$ cat src/rtl/mc_ctrl_pkg.sv
// mc_ctrl_pkg: shared state codes, opcode/funct constants, select encodings and decode class
package mc_ctrl_pkg;

    typedef enum logic [2:0] {
        S_IF  = 3'd0,
        S_DCD = 3'd1,
        S_EXE = 3'd2,
        S_MEM = 3'd3,
        S_WB  = 3'd4
    } state_t;

    localparam logic [5:0] OP_R    = 6'b000000;
    localparam logic [5:0] OP_ORI  = 6'b001101;
    localparam logic [5:0] OP_LW   = 6'b100011;
    localparam logic [5:0] OP_SW   = 6'b101011;
    localparam logic [5:0] OP_BEQ  = 6'b000100;
    localparam logic [5:0] OP_LUI  = 6'b001111;
    localparam logic [5:0] OP_J    = 6'b000010;
    localparam logic [5:0] OP_JAL  = 6'b000011;

    localparam logic [5:0] FN_ADDU = 6'b100001;
    localparam logic [5:0] FN_SUBU = 6'b100011;
    localparam logic [5:0] FN_SLT  = 6'b101010;
    localparam logic [5:0] FN_JR   = 6'b001000;

    localparam logic [3:0] ALU_ADD   = 4'd0;
    localparam logic [3:0] ALU_SUB   = 4'd1;
    localparam logic [3:0] ALU_OR    = 4'd2;
    localparam logic [3:0] ALU_SLT   = 4'd3;
    localparam logic [3:0] ALU_PASSB = 4'd4;

    localparam logic [2:0] NPC_PC4 = 3'd0;
    localparam logic [2:0] NPC_BEQ = 3'd1;
    localparam logic [2:0] NPC_J   = 3'd2;
    localparam logic [2:0] NPC_JR  = 3'd3;

    localparam logic [1:0] RD_RT = 2'd0;
    localparam logic [1:0] RD_RD = 2'd1;
    localparam logic [1:0] RD_31 = 2'd2;

    localparam logic [1:0] WD_ALU  = 2'd0;
    localparam logic [1:0] WD_MEM  = 2'd1;
    localparam logic [1:0] WD_PCP4 = 2'd2;

    localparam logic [1:0] EXT_ZERO = 2'd0;
    localparam logic [1:0] EXT_SIGN = 2'd1;
    localparam logic [1:0] EXT_LUI  = 2'd2;

    typedef struct packed {
        logic addu;
        logic subu;
        logic slt;
        logic jr;
        logic ori;
        logic lui;
        logic lw;
        logic sw;
        logic beq;
        logic j;
        logic jal;
    } cls_t;

endpackage

$ cat src/rtl/mc_ctrl_if.sv
// mc_ctrl_if: instruction fields and flags in, strobes and datapath selects out
interface mc_ctrl_if #(parameter int CNT_W = 32);
    logic             stall;
    logic [5:0]       opcode;
    logic [5:0]       funct;
    logic             zero;
    logic             PCWr;
    logic             IRWr;
    logic             RegWrite;
    logic             MemWrite;
    logic [2:0]       NpcSel;
    logic [1:0]       RegDst;
    logic [1:0]       wd_sel;
    logic [1:0]       ExtOp;
    logic             AluSrc;
    logic [3:0]       AluCtrl;
    logic             illegal;
    logic [CNT_W-1:0] retired;

    modport master (
        input  stall, opcode, funct, zero,
        output PCWr, IRWr, RegWrite, MemWrite, NpcSel, RegDst, wd_sel,
               ExtOp, AluSrc, AluCtrl, illegal, retired
    );

    modport slave (
        output stall, opcode, funct, zero,
        input  PCWr, IRWr, RegWrite, MemWrite, NpcSel, RegDst, wd_sel,
               ExtOp, AluSrc, AluCtrl, illegal, retired
    );
endinterface

$ cat src/rtl/mc_ctrl_decode.sv
// mc_ctrl_decode: opcode/funct to one-hot instruction class plus illegal flag
module mc_ctrl_decode
    import mc_ctrl_pkg::*;
(
    input  logic [5:0] i_opcode,
    input  logic [5:0] i_funct,
    output cls_t       o_cls,
    output logic       o_illegal
);
    logic w_r;

    assign w_r         = i_opcode == OP_R;
    assign o_cls.addu  = w_r && i_funct == FN_ADDU;
    assign o_cls.subu  = w_r && i_funct == FN_SUBU;
    assign o_cls.slt   = w_r && i_funct == FN_SLT;
    assign o_cls.jr    = w_r && i_funct == FN_JR;
    assign o_cls.ori   = i_opcode == OP_ORI;
    assign o_cls.lui   = i_opcode == OP_LUI;
    assign o_cls.lw    = i_opcode == OP_LW;
    assign o_cls.sw    = i_opcode == OP_SW;
    assign o_cls.beq   = i_opcode == OP_BEQ;
    assign o_cls.j     = i_opcode == OP_J;
    assign o_cls.jal   = i_opcode == OP_JAL;
    assign o_illegal   = o_cls == '0;
endmodule

$ cat src/rtl/mc_ctrl.sv
// mc_ctrl: multicycle MIPS sequencer with stall, illegal detect and retired counter
module mc_ctrl
    import mc_ctrl_pkg::*;
#(
    parameter int CNT_W = 32
) (
    input  logic      clk,
    input  logic      rst,
    mc_ctrl_if.master bus
);
    state_t           r_state;
    state_t           w_next;
    logic [CNT_W-1:0] r_retired;
    cls_t             w_cls;
    logic             w_ill;
    logic             w_go;
    logic             w_jmp;
    logic             w_rtype;
    logic             w_act;
    logic             w_done;
    logic             w_pc;
    logic             w_ir;
    logic             w_rw;
    logic             w_mw;
    logic             w_il;

    mc_ctrl_decode u_decode (
        .i_opcode  (bus.opcode),
        .i_funct   (bus.funct),
        .o_cls     (w_cls),
        .o_illegal (w_ill)
    );

    assign w_go    = rst && !bus.stall;
    assign w_jmp   = w_cls.j || w_cls.jal || w_cls.jr;
    assign w_rtype = w_cls.addu || w_cls.subu || w_cls.slt;
    assign w_act   = r_state inside {S_DCD, S_EXE, S_MEM, S_WB};

    // state register and retired counter; stall freezes both
    always_ff @(posedge clk or negedge rst) begin
        if (!rst) begin
            r_state   <= S_IF;
            r_retired <= '0;
        end else if (!bus.stall) begin
            r_state <= w_next;
            if (w_done)
                r_retired <= r_retired + CNT_W'(1);
        end
    end

    // next state, raw strobes and the retire event of the final state
    always_comb begin
        w_next = S_IF;
        w_pc   = 1'b0;
        w_ir   = 1'b0;
        w_rw   = 1'b0;
        w_mw   = 1'b0;
        w_il   = 1'b0;
        w_done = 1'b0;
        case (r_state)
            S_IF: begin
                w_ir   = 1'b1;
                w_pc   = 1'b1;
                w_next = S_DCD;
            end
            S_DCD: begin
                w_pc   = w_jmp;
                w_rw   = w_cls.jal;
                w_il   = w_ill;
                w_done = w_jmp;
                w_next = (w_jmp || w_ill) ? S_IF : S_EXE;
            end
            S_EXE: begin
                w_pc   = w_cls.beq && bus.zero;
                w_done = w_cls.beq;
                w_next = w_cls.beq ? S_IF : (w_cls.lw || w_cls.sw) ? S_MEM : S_WB;
            end
            S_MEM: begin
                w_mw   = w_cls.sw;
                w_done = w_cls.sw;
                w_next = w_cls.sw ? S_IF : S_WB;
            end
            S_WB: begin
                w_rw   = 1'b1;
                w_done = 1'b1;
            end
            default: ;
        endcase
    end

    // strobes die during reset or stall; selects depend only on state and decode so they hold steady
    assign bus.PCWr     = w_pc && w_go;
    assign bus.IRWr     = w_ir && w_go;
    assign bus.RegWrite = w_rw && w_go;
    assign bus.MemWrite = w_mw && w_go;
    assign bus.illegal  = w_il && w_go;
    assign bus.retired  = r_retired;
    assign bus.NpcSel   = !w_act ? NPC_PC4 : w_cls.jr ? NPC_JR :
                          (w_cls.j || w_cls.jal) ? NPC_J : w_cls.beq ? NPC_BEQ : NPC_PC4;
    assign bus.RegDst   = !w_act ? RD_RT : w_cls.jal ? RD_31 : w_rtype ? RD_RD : RD_RT;
    assign bus.wd_sel   = !w_act ? WD_ALU : w_cls.jal ? WD_PCP4 : w_cls.lw ? WD_MEM : WD_ALU;
    assign bus.ExtOp    = !w_act ? EXT_ZERO : w_cls.lui ? EXT_LUI :
                          (w_cls.lw || w_cls.sw) ? EXT_SIGN : EXT_ZERO;
    assign bus.AluSrc   = w_act && (w_cls.ori || w_cls.lui || w_cls.lw || w_cls.sw);
    assign bus.AluCtrl  = !w_act ? ALU_ADD : (w_cls.subu || w_cls.beq) ? ALU_SUB :
                          w_cls.slt ? ALU_SLT : w_cls.ori ? ALU_OR : w_cls.lui ? ALU_PASSB : ALU_ADD;
endmodule

$ cat src/flat_wrapper.sv
// flat-port wrapper written by rule: the top's interface ports become plain ports
module mc_ctrl_flat import mc_ctrl_pkg::*;
#(
    parameter int CNT_W = 32
)
  (clk, rst, bus_stall, bus_opcode, bus_funct, bus_zero, bus_PCWr, bus_IRWr, bus_RegWrite, bus_MemWrite, bus_NpcSel, bus_RegDst, bus_wd_sel, bus_ExtOp, bus_AluSrc, bus_AluCtrl, bus_illegal, bus_retired);
  mc_ctrl_if #(.CNT_W(CNT_W)) bus_i ();
  input  logic clk;
  input  logic rst;
  input wire logic [$bits(bus_i.stall)-1:0] bus_stall;
  input wire logic [$bits(bus_i.opcode)-1:0] bus_opcode;
  input wire logic [$bits(bus_i.funct)-1:0] bus_funct;
  input wire logic [$bits(bus_i.zero)-1:0] bus_zero;
  output wire logic [$bits(bus_i.PCWr)-1:0] bus_PCWr;
  output wire logic [$bits(bus_i.IRWr)-1:0] bus_IRWr;
  output wire logic [$bits(bus_i.RegWrite)-1:0] bus_RegWrite;
  output wire logic [$bits(bus_i.MemWrite)-1:0] bus_MemWrite;
  output wire logic [$bits(bus_i.NpcSel)-1:0] bus_NpcSel;
  output wire logic [$bits(bus_i.RegDst)-1:0] bus_RegDst;
  output wire logic [$bits(bus_i.wd_sel)-1:0] bus_wd_sel;
  output wire logic [$bits(bus_i.ExtOp)-1:0] bus_ExtOp;
  output wire logic [$bits(bus_i.AluSrc)-1:0] bus_AluSrc;
  output wire logic [$bits(bus_i.AluCtrl)-1:0] bus_AluCtrl;
  output wire logic [$bits(bus_i.illegal)-1:0] bus_illegal;
  output wire logic [$bits(bus_i.retired)-1:0] bus_retired;
  assign bus_i.stall = bus_stall;
  assign bus_i.opcode = bus_opcode;
  assign bus_i.funct = bus_funct;
  assign bus_i.zero = bus_zero;
  assign bus_PCWr = bus_i.PCWr;
  assign bus_IRWr = bus_i.IRWr;
  assign bus_RegWrite = bus_i.RegWrite;
  assign bus_MemWrite = bus_i.MemWrite;
  assign bus_NpcSel = bus_i.NpcSel;
  assign bus_RegDst = bus_i.RegDst;
  assign bus_wd_sel = bus_i.wd_sel;
  assign bus_ExtOp = bus_i.ExtOp;
  assign bus_AluSrc = bus_i.AluSrc;
  assign bus_AluCtrl = bus_i.AluCtrl;
  assign bus_illegal = bus_i.illegal;
  assign bus_retired = bus_i.retired;
  mc_ctrl #(.CNT_W(CNT_W)) u_core (.clk(clk), .rst(rst), .bus(bus_i));
endmodule
$ cat config.mk
export PLATFORM = sky130hd
export DESIGN_NAME = mc_ctrl_flat
export DESIGN_NICKNAME = d
export VERILOG_FILES = /design/src/rtl/mc_ctrl_pkg.sv /design/src/rtl/mc_ctrl_if.sv /design/src/rtl/mc_ctrl_decode.sv /design/src/rtl/mc_ctrl.sv /design/src/flat_wrapper.sv
export SDC_FILE = /design/constraint.sdc
export NUM_CORES = 1
export LEC_CHECK = 0
export ABC_AREA = 1
export BUFFER_PORTS_ARGS = -buffer_cell sky130_fd_sc_hd__clkbuf_2
export CAP_MARGIN = 30
export CORE_MARGIN = 1.5
export CORE_UTILIZATION = 55
export DETAILED_ROUTE_END_ITERATION = 8
export PLACE_DENSITY_LB_ADDON = 0.3
export SETUP_SLACK_MARGIN = 0.4
export SYNTH_ARGS = -nofsm -noshare
export SYNTH_HDL_FRONTEND = slang
export SYNTH_SLANG_ARGS = --single-unit
export TNS_END_PERCENT = 30
$ cat constraint.sdc
create_clock -name clk -period 2.7 [get_ports clk]
set_clock_uncertainty 0.1 [all_clocks]
set_input_delay 0.135 -clock clk [delete_from_list [all_inputs] [get_ports clk]]
set_output_delay 0.135 -clock clk [all_outputs]
set_load 0.05 [all_outputs]
==> flow_metrics.py <==
metrics = {
    "pwr": {
        "switching_share_pct": 35.66,
        "power.switching_mw": 0.4397,
        "p_leak_nw": 1.712,
        "vdd.ir_drop.worst_mv": 0.3027,
        "cellInternalPower_mw": 0.7931,
        "power.share.sequential_pct": 46.9,
        "power.share.clock_pct": 30.1,
        "comb_power_share_pct": 23.0,
        "report.power.total_mw": 1.233,
        "p_per_area_nw_per_um2": 384.7,
    },
    "cts": {
        "cts_tree": "yes",
        "cts_bufs_inserted": 5,
        "clock-sinks": 35,
        "ctsRootBufferMaster": "clkbuf_8",
        "htree_levels": 2,
        "cts.reportedPaths.clkPinSlew_ps": 70,
        "clock_tree.buffer_depth": 2,
        "clk_latency_ps": 290,
        "post_cts.repair.setup_buffers": 0,
    },
    "sta": {
        "fin_crit_ps": 2132,
        "hold-worst-slack_ps": 246.7,
        "final.period_utilization_pct": 78.97,
        "rsz_0062_raised_after_global_routing": "yes",
        "setup_viol": 0,
        "final_max_slew_viol_count": 0,
        "fin_setup_tns_ps": 0,
        "final_hold_viol_count": 0,
        "fmaxAchievable_ghz": 0.4690,
    },
    "worst_hold_path": {
        "min_delay_path_depth": 5,
        "worst_hold_path_type": "primary input to flip-flop",
    },
    "global_route": {
        "antenna_found_initial": 0,
        "grt_overflow": 0,
        "global_route_wire_length_before_repair_mm": 12.44,
        "grt_pass1_vias": 2698,
        "grt_start_max_net_pins": 36,
        "gr-usage-all-layers_pct": 28.88,
    },
    "placed_design": {
        "detailed_place.area_sq_um": 3103,
        "detailedPlacementHpwl_mm": 5.662,
        "place_congestion": 0.9829,
        "total_of_buffers_placed_on_input_and_output_ports": 64,
    },
    "finish": {
        "layout.cells.most_common": "nand2_1",
        "antenna_cells": 0,
        "layout_common_cells": "177 x nand2_1, 63 x clkbuf_2, 59 x nor2_1",
        "share_of_cells_above_drive_strength_1_pct": 17.19,
        "utilization_pct": 66.95,
        "layout.cell_area.non_filler_sq_um": 3204,
        "nets": 528,
        "syn_to_final_growth_pct": 15.36,
    },
    "critical_path": {
        "setup.worst_path.end_class": "output pin",
        "timing.setup.critical_path_class": "flip-flop to output pin",
        "startpoint_type": "flip-flop",
        "required_time_of_the_critical_path_ps": 2470,
        "critical_path.max_fanout": 7,
        "worst-r2r-cell-count": 8,
        "critPathArrivalTime_ps": 1900,
    },
    "logic_synthesis": {
        "synth.distinct_cells": 32,
        "ys.warnings.count": 0,
        "ys_ff_latch": 35,
        "number_of_enable_flip_flop_cells_after_synthesis": 0,
        "post-synth-top-area-fraction_pct": 31.53,
        "ys.flop_type": "dfrtp_1",
        "ys_top_cells_by_area": "dfrtp_1 32%, nand2_1 24%, nand3_1 8.3%",
        "yosysSeqAreaShare_pct": 31.53,
        "synthesis.instances": 447,
        "post_synth_instance_area_sq_um": 2778,
        "fraction_of_registers_with_async_set_reset_pct": 100.0,
        "netlist.top_cell.by_area": "dfrtp_1",
        "synth.avg_cell_area_sq_um": 6.214,
    },
    "drt": {
        "detail_route.wl_per_cell_um": 12.66,
        "post-route-drc-count": 0,
        "detail_route.vias_per_cell": 5.157,
        "post_detailed_route_count_of_antenna_violating_nets": 0,
        "detailroute.via_count": 2986,
        "totalWireLength_mm": 7.332,
        "detail_route.iter0.violations": 309,
        "drt-pass1-iter-count": 5,
    },
    "status": {
        "status": "finished clean",
    },
    "die": {
        "chipHeight_um": 74.07,
        "row_count": 25,
        "horiz_die_dim_um": 74.07,
        "ioPinCount": 67,
        "core_sq_um": 4786,
        "starting_density_of_the_core_pct": 58.04,
        "design.die.area_sq_um": 5486,
    },
    "flow_run": {
        "maxCapViolCount": 0,
    },
}
sequential cells by signal, indices dropped and copies added, names as in the netlist:
register,flops
u_core.r_state,3
u_core.bus.retired,32
logic make-up after synthesis:
family | count (synthesis) | synth area share [%]
xor+xnor | 18 | 5.676
fa+ha+maj | 1 | 0.4504
simple gates | 322 | 49.82
compound gates | 12 | 2.523
buf+inv | 58 | 9.864
flops | 35 | 31.53
other cells | 1 | 0.1350
worst paths after layout:
path / startpoint / endpoint / slack [ps]
min reg2reg: u_core.bus.retired[31] / u_core.bus.retired[31] / 440
max reg2reg: u_core.r_state[2] / u_core.bus.retired[26] / 640
min in group asynchronous: rst / u_core.bus.retired[8] / 390
max in group asynchronous: rst / u_core.bus.retired[20] / 1780
min: bus_opcode[2] / u_core.r_state[2] / 250
max: u_core.r_state[1] / bus_AluCtrl[2] / 570
power groups by stage:
stage	registers (mW)	clock network, mW	logic, mW
6_report	0.578	0.371	0.284
5_1_grt	0.582	0.397	0.312
4_1_cts	0.578	0.373	0.283
3_5_place_dp	0.587	0	0.280
3_3_place_gp	0.587	0	0.278
2_1_floorplan	0.636	0	0.160
critical path, stage by stage, from the launching register on:
cell and delay, ps:
dfrtp_1 430, nor2_1 240, nand2_1 110, nand2_1 180
inv_1 150, nor3b_1 200, clkbuf_2 310
metrics by stage:
step                      std cells  setup WS [ps]
after detailed placement        569          677.1
after floorplan                 448          393.6
after global routing            579          397.2
final                           579          567.9
after CTS                       579          589.8
after global placement          569          740.1
synthesized netlist by cell type, types with 3 or more instances:
library cell / n
nor2_1: 59
o21ai_0: 4
nor3_1: 14
xor2_1: 13
clkbuf_1: 3
nand2_2: 5
buf_4: 3
inv_1: 43
nand2_1: 177
nand4_1: 5
nand3_1: 46
nand3b_1: 6
buf_6: 6
dfrtp_1: 35
xnor2_1: 5
a21oi_1: 3
routing by layer:
layer / share of wire, % / vias to the layer above / track usage, %
met5: 0 / - / 0
met4: 1.9 / 0 / 9.053
met3: 5.6 / 18 / 5.827
met2: 45 / 101 / 44.64
met1: 48 / 1349 / 40.54
li1: - / 1518 / -
cell type report:
cell class / count / area [sq um]
multi-input cells: 355 / 1632
fillers: 438 / 1582
flip-flops and latches: 35 / 875.8
repair buffers: 69 / 362.8
inverters: 45 / 168.9
well taps: 67 / 83.83
clock buffers: 7 / 76.32
clock inverters: 1 / 5.005
repair_timing:
action / CTS / global route
gates resized for setup: 0 / 1
endpoints found under the hold margin: 36 / 0
endpoints found under the setup margin: 0 / 2
hold buffers: 2 / 0
No activity file was read; power rests on OpenSTA's default activity.
